[src/rtl/scf_pkg.sv]
// Shared types, MIPS control-flow decode constants and pure classification helpers
// for the scf_stream_filter block.
package scf_pkg;

  typedef enum logic [2:0] {
    CLS_OTHER  = 3'd0,
    CLS_BR     = 3'd1,
    CLS_JMP    = 3'd2,
    CLS_JR     = 3'd3,
    CLS_REGIMM = 3'd4
  } scf_cls_e;

  localparam int unsigned NumClasses = 5;

  localparam logic [5:0] OpSpecial = 6'd0;
  localparam logic [5:0] OpRegimm  = 6'd1;
  localparam logic [5:0] OpJ       = 6'd2;
  localparam logic [5:0] OpJal     = 6'd3;
  localparam logic [5:0] OpBeq     = 6'd4;
  localparam logic [5:0] OpBne     = 6'd5;
  localparam logic [5:0] OpBlez    = 6'd6;
  localparam logic [5:0] OpBgtz    = 6'd7;

  localparam logic [5:0] FnJr   = 6'd8;
  localparam logic [5:0] FnJalr = 6'd9;

  localparam logic [4:0] RtBltz   = 5'd0;
  localparam logic [4:0] RtBgez   = 5'd1;
  localparam logic [4:0] RtBltzal = 5'd16;
  localparam logic [4:0] RtBgezal = 5'd17;

  function automatic scf_cls_e classify(input logic [31:0] instr);
    logic [5:0] op;
    logic [5:0] funct;
    logic [4:0] rt;
    scf_cls_e   cls;
    op    = instr[31:26];
    funct = instr[5:0];
    rt    = instr[20:16];
    if (op inside {OpBeq, OpBne, OpBlez, OpBgtz}) begin
      cls = CLS_BR;
    end else if (op inside {OpJ, OpJal}) begin
      cls = CLS_JMP;
    end else if (op == OpSpecial && (funct inside {FnJr, FnJalr})) begin
      cls = CLS_JR;
    end else if (op == OpRegimm && (rt inside {RtBltz, RtBgez, RtBltzal, RtBgezal})) begin
      cls = CLS_REGIMM;
    end else begin
      cls = CLS_OTHER;
    end
    return cls;
  endfunction

  // pc width is a top-level parameter, so callers pass the pc==0 test pre-reduced.
  function automatic logic is_null(input scf_cls_e cls, input logic pc_zero,
                                   input logic [31:0] instr);
    logic bad;
    case (cls)
      CLS_BR, CLS_JR, CLS_REGIMM: bad = pc_zero;
      CLS_JMP:                    bad = (instr[25:0] == 26'd0);
      default:                    bad = 1'b0;
    endcase
    return bad;
  endfunction

endpackage

[src/rtl/scf_fifo.sv]
// Parametrised synchronous FIFO with occupancy output. A push while full is accepted
// only together with a pop; a push into an empty FIFO is visible the next cycle.
module scf_fifo #(
  parameter int unsigned Width = 64,
  parameter int unsigned Depth = 4
) (
  input  logic                       clk_i,
  input  logic                       rst_ni,
  input  logic                       push_i,
  input  logic [Width-1:0]           wdata_i,
  input  logic                       pop_i,
  output logic [Width-1:0]           rdata_o,
  output logic                       full_o,
  output logic                       empty_o,
  output logic [$clog2(Depth):0]     level_o
);

  localparam int unsigned AddrW = $clog2(Depth);
  localparam int unsigned LvlW  = AddrW + 1;

  logic [Width-1:0] mem_q [Depth];
  logic [AddrW-1:0] wr_ptr_q, wr_ptr_d;
  logic [AddrW-1:0] rd_ptr_q, rd_ptr_d;
  logic [LvlW-1:0]  level_q, level_d;
  logic             push_ok, pop_ok;

  always_comb begin
    empty_o  = (level_q == '0);
    full_o   = (level_q == LvlW'(Depth));
    pop_ok   = pop_i && !empty_o;
    push_ok  = push_i && (!full_o || pop_ok);
    wr_ptr_d = wr_ptr_q;
    rd_ptr_d = rd_ptr_q;
    level_d  = level_q;
    // Depth is a power of two, so pointer overflow is the wrap.
    if (push_ok) wr_ptr_d = wr_ptr_q + AddrW'(1);
    if (pop_ok)  rd_ptr_d = rd_ptr_q + AddrW'(1);
    if (push_ok && !pop_ok) begin
      level_d = level_q + LvlW'(1);
    end else if (pop_ok && !push_ok) begin
      level_d = level_q - LvlW'(1);
    end
  end

  always_ff @(posedge clk_i or negedge rst_ni) begin
    if (!rst_ni) begin
      wr_ptr_q <= '0;
      rd_ptr_q <= '0;
      level_q  <= '0;
    end else begin
      wr_ptr_q <= wr_ptr_d;
      rd_ptr_q <= rd_ptr_d;
      level_q  <= level_d;
    end
  end

  always_ff @(posedge clk_i) begin
    if (push_ok) mem_q[wr_ptr_q] <= wdata_i;
  end

  assign rdata_o = mem_q[rd_ptr_q];
  assign level_o = level_q;

endmodule

[src/rtl/scf_stream_filter.sv]
// Pipelined control-flow filter: classify register feeding an output FIFO.
// Define SCF_STREAM_STATS_EN to add per-class acceptance counters on class_cnt.
module scf_stream_filter
  import scf_pkg::*;
#(
  parameter int unsigned PC_W  = 32,
  parameter int unsigned DEPTH = 4,
  parameter int unsigned CNT_W = 16
) (
  input  logic                      clk,
  input  logic                      rst_n,
  input  logic                      in_valid,
  output logic                      in_ready,
  input  logic [PC_W+32-1:0]        in_data,
  input  logic [4:0]                class_en,
  output logic                      out_valid,
  input  logic                      out_ready,
  output logic [PC_W+32-1:0]        out_data,
  output logic [2:0]                out_class,
  output logic [$clog2(DEPTH):0]    fifo_level,
  output logic [CNT_W-1:0]          drop_cnt
`ifdef SCF_STREAM_STATS_EN
  ,
  output logic [5*CNT_W-1:0]        class_cnt
`endif
);

  localparam int unsigned RecW = PC_W + 32;

  logic [31:0]     in_instr;
  logic [PC_W-1:0] in_pc;
  scf_cls_e        in_cls;
  logic            in_keep;
  logic            accept;

  logic            stg_valid_q, stg_valid_d;
  logic            stg_keep_q, stg_keep_d;
  scf_cls_e        stg_cls_q, stg_cls_d;
  logic [RecW-1:0] stg_data_q, stg_data_d;
  logic            stg_moves;

  logic            fifo_full, fifo_empty;
  logic            push, pop;
  logic [RecW+2:0] fifo_rdata;

  logic [CNT_W-1:0] drop_cnt_q, drop_cnt_d;

  always_comb begin
    in_instr = in_data[31:0];
    in_pc    = in_data[RecW-1:32];
    in_cls   = classify(in_instr);
    in_keep  = class_en[in_cls] && !is_null(in_cls, in_pc == '0, in_instr);

    pop       = !fifo_empty && out_ready;
    push      = stg_valid_q && stg_keep_q && (!fifo_full || pop);
    // Dropped entries retire unconditionally; kept ones need a FIFO slot.
    stg_moves = stg_valid_q && (!stg_keep_q || !fifo_full || pop);
    in_ready  = !stg_valid_q || stg_moves;
    accept    = in_valid && in_ready;

    stg_valid_d = stg_valid_q;
    stg_keep_d  = stg_keep_q;
    stg_cls_d   = stg_cls_q;
    stg_data_d  = stg_data_q;
    if (accept) begin
      stg_valid_d = 1'b1;
      stg_keep_d  = in_keep;
      stg_cls_d   = in_cls;
      stg_data_d  = in_data;
    end else if (stg_moves) begin
      stg_valid_d = 1'b0;
    end

    drop_cnt_d = drop_cnt_q;
    if (stg_valid_q && !stg_keep_q && drop_cnt_q != '1) begin
      drop_cnt_d = drop_cnt_q + CNT_W'(1);
    end
  end

  always_ff @(posedge clk or negedge rst_n) begin
    if (!rst_n) begin
      stg_valid_q <= 1'b0;
      stg_keep_q  <= 1'b0;
      stg_cls_q   <= CLS_OTHER;
      stg_data_q  <= '0;
      drop_cnt_q  <= '0;
    end else begin
      stg_valid_q <= stg_valid_d;
      stg_keep_q  <= stg_keep_d;
      stg_cls_q   <= stg_cls_d;
      stg_data_q  <= stg_data_d;
      drop_cnt_q  <= drop_cnt_d;
    end
  end

  scf_fifo #(
    .Width (RecW + 3),
    .Depth (DEPTH)
  ) u_fifo (
    .clk_i   (clk),
    .rst_ni  (rst_n),
    .push_i  (push),
    .wdata_i ({stg_cls_q, stg_data_q}),
    .pop_i   (pop),
    .rdata_o (fifo_rdata),
    .full_o  (fifo_full),
    .empty_o (fifo_empty),
    .level_o (fifo_level)
  );

  assign out_valid = !fifo_empty;
  assign out_data  = fifo_rdata[RecW-1:0];
  assign out_class = fifo_rdata[RecW+2:RecW];
  assign drop_cnt  = drop_cnt_q;

`ifdef SCF_STREAM_STATS_EN
  logic [NumClasses-1:0][CNT_W-1:0] class_cnt_q, class_cnt_d;

  always_comb begin
    class_cnt_d = class_cnt_q;
    if (accept && class_cnt_q[in_cls] != '1) begin
      class_cnt_d[in_cls] = class_cnt_q[in_cls] + CNT_W'(1);
    end
  end

  always_ff @(posedge clk or negedge rst_n) begin
    if (!rst_n) begin
      class_cnt_q <= '0;
    end else begin
      class_cnt_q <= class_cnt_d;
    end
  end

  assign class_cnt = class_cnt_q;
`endif

endmodule

[config.mk]
export PLATFORM = sky130hd
export DESIGN_NAME = scf_stream_filter
export DESIGN_NICKNAME = d
export VERILOG_FILES = /design/src/rtl/scf_pkg.sv /design/src/rtl/scf_fifo.sv /design/src/rtl/scf_stream_filter.sv
export SDC_FILE = /design/constraint.sdc
export NUM_CORES = 1
export LEC_CHECK = 0
export ABC_AREA = 1
export BUFFER_PORTS_ARGS = -buffer_cell sky130_fd_sc_hd__buf_2
export CORE_ASPECT_RATIO = 2
export CORE_MARGIN = 5
export CORE_UTILIZATION = 48
export CTS_BUF_LIST = sky130_fd_sc_hd__clkbuf_4
export CTS_CLUSTER_SIZE = 25
export DETAILED_ROUTE_END_ITERATION = 8
export PLACE_DENSITY_LB_ADDON = 0.3
export SLEW_MARGIN = 0
export SYNTH_ARGS = -nofsm -noshare
export SYNTH_HDL_FRONTEND = slang
export SYNTH_HIERARCHICAL = 1
export SYNTH_SLANG_ARGS = --single-unit
[constraint.sdc]
create_clock -name clk -period 12.7 [get_ports clk]
set_clock_uncertainty 0.05 [all_clocks]
set_input_delay 1.905 -clock clk [delete_from_list [all_inputs] [get_ports clk]]
set_output_delay 1.905 -clock clk [all_outputs]
set_load 0.02 [all_outputs]
# Word level (Yosys, flattened, before mapping)
# Memory sizes are Yosys's and may differ from the RTL's.
# Cells that the tools add are included.
[totals]
reg_bits = 92
latch_bits = 0
ram_bits = 268
rom_bits = 0
input_bits = 73
out_inout_bits = 88
mem_count = 1
[classes]
add_sub_neg = 5
n_mul = 0
div = 0
n_lt_le_gt_ge = 1
n_eq_ne = 18
shift = 0
n_mux = 13
bitwise = 0
reduce_logical = 38
[memory_table]
columns = ["name", "words", "width", "read_ports", "rd_clocked_by_memory_dff", "wr", "line", "text"]
rows = [
  ["u_fifo.mem_q", 4, 67, 1, 0, 1, "scf_fifo.sv:21", "logic [Width-1:0] mem_q [Depth];"],
]
[ops]
columns = ["op", "count"]
rows = [
  ["logical NOT 32 bit", 1],
  ["logical NOT 26 bit", 1],
  ["== test 6 x 3 -> 1 bit, second input constant", 4],
  ["2-to-1 mux 3 bit", 6],
  ["adder 16 x 1 -> 16 bit, second input constant", 1],
  ["!= test 16 bit, second input constant", 1],
  ["logical AND 1 bit", 14],
  ["== test 6 x 2 -> 1 bit, second input constant", 2],
  ["== test 6 x 4 -> 1 bit, second input constant", 2],
  ["== test 5 bit, second input constant", 2],
  ["nonzero test 2 bit", 4],
  ["nonzero test 4 bit", 2],
  ["logical NOT 1 bit", 7],
  ["== test 3 x 2 -> 1 bit, second input constant", 2],
  ["== test 3 bit, second input constant", 2],
  ["== test 6 x 1 -> 1 bit, second input constant", 1],
  ["logical NOT 6 bit", 1],
  ["== test 5 x 1 -> 1 bit, second input constant", 1],
  ["logical NOT 5 bit", 1],
  ["logical OR 1 bit", 5],
  ["2-to-1 mux 1 bit", 5],
  ["adder 2 x 1 -> 2 bit, second input constant", 2],
  ["less-than comparator 3 x 4 -> 1 bit, second input constant", 1],
  ["adder 3 x 1 -> 3 bit, second input constant", 1],
  ["6 further kinds", 6],
]

# Logic depth before layout (Yosys ltp)
[logic_depth]
ltp_word = 12
mapped_depth = 18

# By module
# Netlist, hierarchy kept.
[by_module_without_submodules]
columns = ["mod", "instances", "cells_per_inst", "area_per_inst_um2", "seq_area_each_um2"]
rows = [
  ["scf_fifo", 1, 776, 10551.4, 8222.9],
  ["scf_stream_filter", 1, 450, 3839.9, 2127.0],
]

# Worst setup path before layout
# No wires, ideal clock.
[synth_path]
path_kind = "input port to flip-flop"
start = "input port out_ready"
end = "memory u_fifo/mem_q[0][0] in the netlist's numbering, enable pin"
arrival_time_ps = 5181
required_time_ps = 12157
slack_ps = 6976
stages = 6
cell_sequence = "nand2_1 > inv_1 > inv_1 > nand3_1 > nand2_1 > nor2_1"
[synth_via]
elab_chain_len = 6
[synth_rtl]
columns = ["item", "line", "text"]
rows = [
  ["from (decl)", "scf_stream_filter.sv:17", "input logic out_ready,"],
  ["logical AND 1 bit (*)", "scf_stream_filter.sv:54", "pop = !fifo_empty && out_ready;"],
  ["named net pop", "scf_stream_filter.sv:43", "logic push, pop;"],
  ["logical OR 1 bit or logical AND 1 bit (tied branches)", "scf_stream_filter.sv:55, scf_fifo.sv:30", ""],
  ["logical AND 1 bit or logical OR 1 bit (tied branches)", "scf_stream_filter.sv:55, scf_fifo.sv:31", ""],
  ["logical AND 1 bit (*)", "scf_fifo.sv:31", "push_ok = push_i && (!full_o || pop_ok);"],
  ["2-to-1 mux 1 bit (*)", "scf_fifo.sv:58", "if (push_ok) mem_q[wr_ptr_q] <= wdata_i;"],
  ["2-to-1 mux 1 bit (not written as such) (*)", "scf_fifo.sv:58", ""],
  ["to (decl)", "scf_fifo.sv:21", ""],
]
# The timed path passes the listed nets; every way through them passes the cells marked *.

# Final worst setup path
[layout_path]
start = "register u_fifo.rd_ptr_q[0]"
end = "output port out_class[0]"
[layout_via]
elab_chain_len = 1
[layout_rtl]
columns = ["item", "line", "text"]
rows = [
  ["from (decl)", "scf_fifo.sv:23", "logic [AddrW-1:0] rd_ptr_q, rd_ptr_d;"],
  ["from (signal assigned)", "scf_fifo.sv:52", "rd_ptr_q <= rd_ptr_d;"],
  ["memory (4 x 67 bit)", "n/a", ""],
  ["to (decl)", "scf_stream_filter.sv:19", "output logic [2:0] out_class,"],
]
# No other way between the ends.

==> impl_metrics.csv <==
group,metric,value,unit
status,status,"finished, final reports clean",
sta,hold_viol,0,
floorplan,io_pins,161,
drt,final_antenna_net_count,0,
setup_path,cpLargestDelayFamily,"buffers and inverters",
clock_tree,clock_latency,0.74,ns
min_path,holdPathEnd,"u_fifo/mem_q[1][46]",
setup_path,worstSetupEndpointType,"primary output",
synthesis,synth_edf_count,268,
clock_tree,h-tree-depth,3,
final_layout,nFillCells,2571,
synthesis,synth-async-reset-ratio,25.6,%
setup_path,critPathBufInv,3,
global_routing,grt_pass1_wl,51.7,mm
clock_tree,clock-sinks,360,
sta,fin_crit,5.54,ns
clock_tree,cts_buffer_depth,3,
final_layout,syn_to_final_growth,13.5,%
synthesis,syn_avg_cell_area,11.7,um2
clock_tree,post_cts_buffers,0,
sta,setup_tns,0,ns
clock_tree,cts_made_buffers,76,
clock_tree,cts.reportedPaths.clkPinSlew,0.07,ns
place,placed_area,15400,um2
sta,final-setup-viol-count,0,
setup_path,required,10.74,ns
setup_path,r2r_end,"u_fifo/mem_q[0][14]",
place,io_buffer_count,160,
min_path,hold_path_depth,0,
clock_tree,postCtsHoldBufs,0,
drt,first_pass_iters,5,
sta,fmax,181,MHz
place,dp_hpwl,20.2,mm
setup_path,path_cells,"inv_4 -> buf_4 -> o21ai_0 -> o21ai_1 -> buf_2",
drt,wl_per_cell,18.0,um
drt,drc_errors,0,
place,gp_congestion,0.800,
global_routing,grt_max_degree,77,
synthesis,syn_area,14400,um2
clock_tree,root_buffer,"clkbuf_4",
synthesis,syn-instance-count,1226,
sta,max_slew_margin,25.9,%
final_layout,layoutNonFillerInstCount,1844,
drt,wl,33.1,mm
floorplan,die_area,33800,um2
sta,hold_ws,0.442,ns
final_layout,fin_area,16300,um2
floorplan,initial_utilization,48.6,%
floorplan,die_h,255,um
setup_path,crit_fanout,70,
clock_tree,cts-resized-gates,0,
power,p_per_area,215,nW/um2
sta,drv_slew,0,
global_routing,grt_overflow,0,
setup_path,critPathLaunchType,"register",
power,power_leakage,6.64,nW
synthesis,ys_types,33,
setup_path,arrival,3.58,ns
setup_path,r2r_start,"u_fifo/level_o[0]",
final_layout,drive_gt1_share,21.1,%
run,max_cap_viol_count,0,
final_layout,final_nets,1496,
drt,vias,9583,
synthesis,synth_ff_type,"edfxtp_1",
clock_tree,cts_tree,"done",
synthesis,yosysWarnings,6,
floorplan,num_rows,89,
setup_path,cpPeakStageDelay,0.75,ns
global_routing,grt_usage,19.9,%
power,peakVddDrop,0.119,mV
drt,drt_iter0_markers,660,
setup_path,r2r_slack,9.59,ns
global_routing,antenna_found_initial,3,
global_routing,grt_pass1_vias,9686,
synthesis,synth_nets,1306,
setup_path,crit_type,"reg -> out",
min_path,min_from,"stg_data_q[46]",
setup_path,slowest_stage,"dfrtp_4",
synthesis,ys_seq_area_share,71.9,%
sta,rsz0062_at_grt,"no",
floorplan,dieWidth,132,um
setup_path,cp-startpoint,"u_fifo/rd_ptr_q[0]",
synthesis,synth-seq-cells,360,
drt,via_per_inst,5.20,
sta,worst_pin_slew,1.11,ns
setup_path,r2r_cells,11,
place,place_inst,1702,
sta,fin_crit_sh,43.6,%
floorplan,core,29600,um2
min_path,hold_path.class,"reg -> reg",
[kinds of logic (layout without fill, tap and decap cells)]
group,count (synthesis),count (layout),share of synthesized area (%)
buf+inv,132,383,4.50
compound gates,252,252,8.77
flops,360,360,71.9
simple gates,460,460,13.2
fa+ha+maj,7,7,0.661
other cells,0,3,0
xor+xnor,15,15,0.913
[placed cells by master, fill, tap and decap left out, types with 5 or more instances in the layout]
cell type and count:
edfxtp_1 268, nor2_1 232, nand2_1 176, buf_2 159, o21ai_0 135, o21ai_1 112, clkbuf_4 106, dfrtp_1 91
inv_1 72, clkinv_1 23, nand4_1 13, nand3_1 12, xor2_1 10, buf_4 10, nor2_4 7, ha_1 6
clkinv_2 6, xnor2_1 5
[cell type report]
type	count	area [um2]	share of cell area, %
diodes	3	7.51	0.0460
clock buffers	106	796	4.87
clock inverters	33	135	0.827
inverters	75	287	1.75
multi-input cells	734	3430	21.0
flip-flops and latches	360	10400	63.4
well taps	364	455	2.79
repair buffers	169	871	5.33
[cells in the mapped netlist (2+ instances only)]
master	number	area (um2)
a21oi_1	4	20.0
buf_1	3	11.3
buf_2	14	70.1
buf_4	11	82.6
buf_6	12	135
clkbuf_1	14	52.6
clkbuf_2	3	15.0
dfrtp_1	92	2300
edfxtp_1	268	8050
ha_1	6	75.1
inv_1	72	270
inv_2	3	11.3
nand2_1	177	664
nand2_4	2	22.5
nand3_1	12	60.1
nand3_2	4	40.0
nand3b_1	2	15.0
nand4_1	13	81.3
nand4_2	2	25.0
nor2_1	236	886
nor2_4	3	33.8
nor3_1	3	15.0
nor3_2	2	20.0
o21ai_0	135	676
o21ai_1	112	561
xnor2_1	5	43.8
xor2_1	10	87.6
[stage by stage]
stage,power (W),setup WS (ns),utilization (%)
after detailed placement,0.00275,7.92,52.0
after CTS,0.00357,7.09,55.1
after global routing,0.00375,6.92,55.1
after global placement,0.00273,7.94,52.0
after floorplan,0.00237,6.98,-
final,0.00351,7.16,55.1
[metal layers]
layer	vias up	wire length, um	global-route usage, %	share of wire [%]
li1	4620	-	-	-
met3	78	1930	5.19	5.8
met5	-	14	0	0.042
met1	4602	11900	21.4	36
met4	4	1500	10.6	4.5
met2	279	17800	36.0	54
[power by group]
part	internal (W)	switching (W)
combinational	0.000313	0.000800
sequential	0.00147	0.000113
clock	0.000391	0.000421
total	0.00218	0.00133
[state kept, by name (all words and copies together) (netlist names)]
signal and cells:
u_fifo/rd_ptr_q 2, u_fifo/mem_q 268, u_fifo/wr_ptr_q 2, drop_cnt 16, stg_cls_q 3, u_fifo/level_o 3, stg_keep_q 1, stg_data_q 64
stg_valid_q 1
[worst max-delay path by stage]
stage,endpoint,slack [ns],depth (start not counted)
global route,out_class[0],6.92,5
floorplan,u_fifo/mem_q[0][0],6.98,6
CTS,out_class[0],7.09,5
finish,out_class[0],7.16,5
detailed placement,out_class[0],7.92,5
global placement,out_class[0],7.94,5
Power figures use the tool's default switching activity.
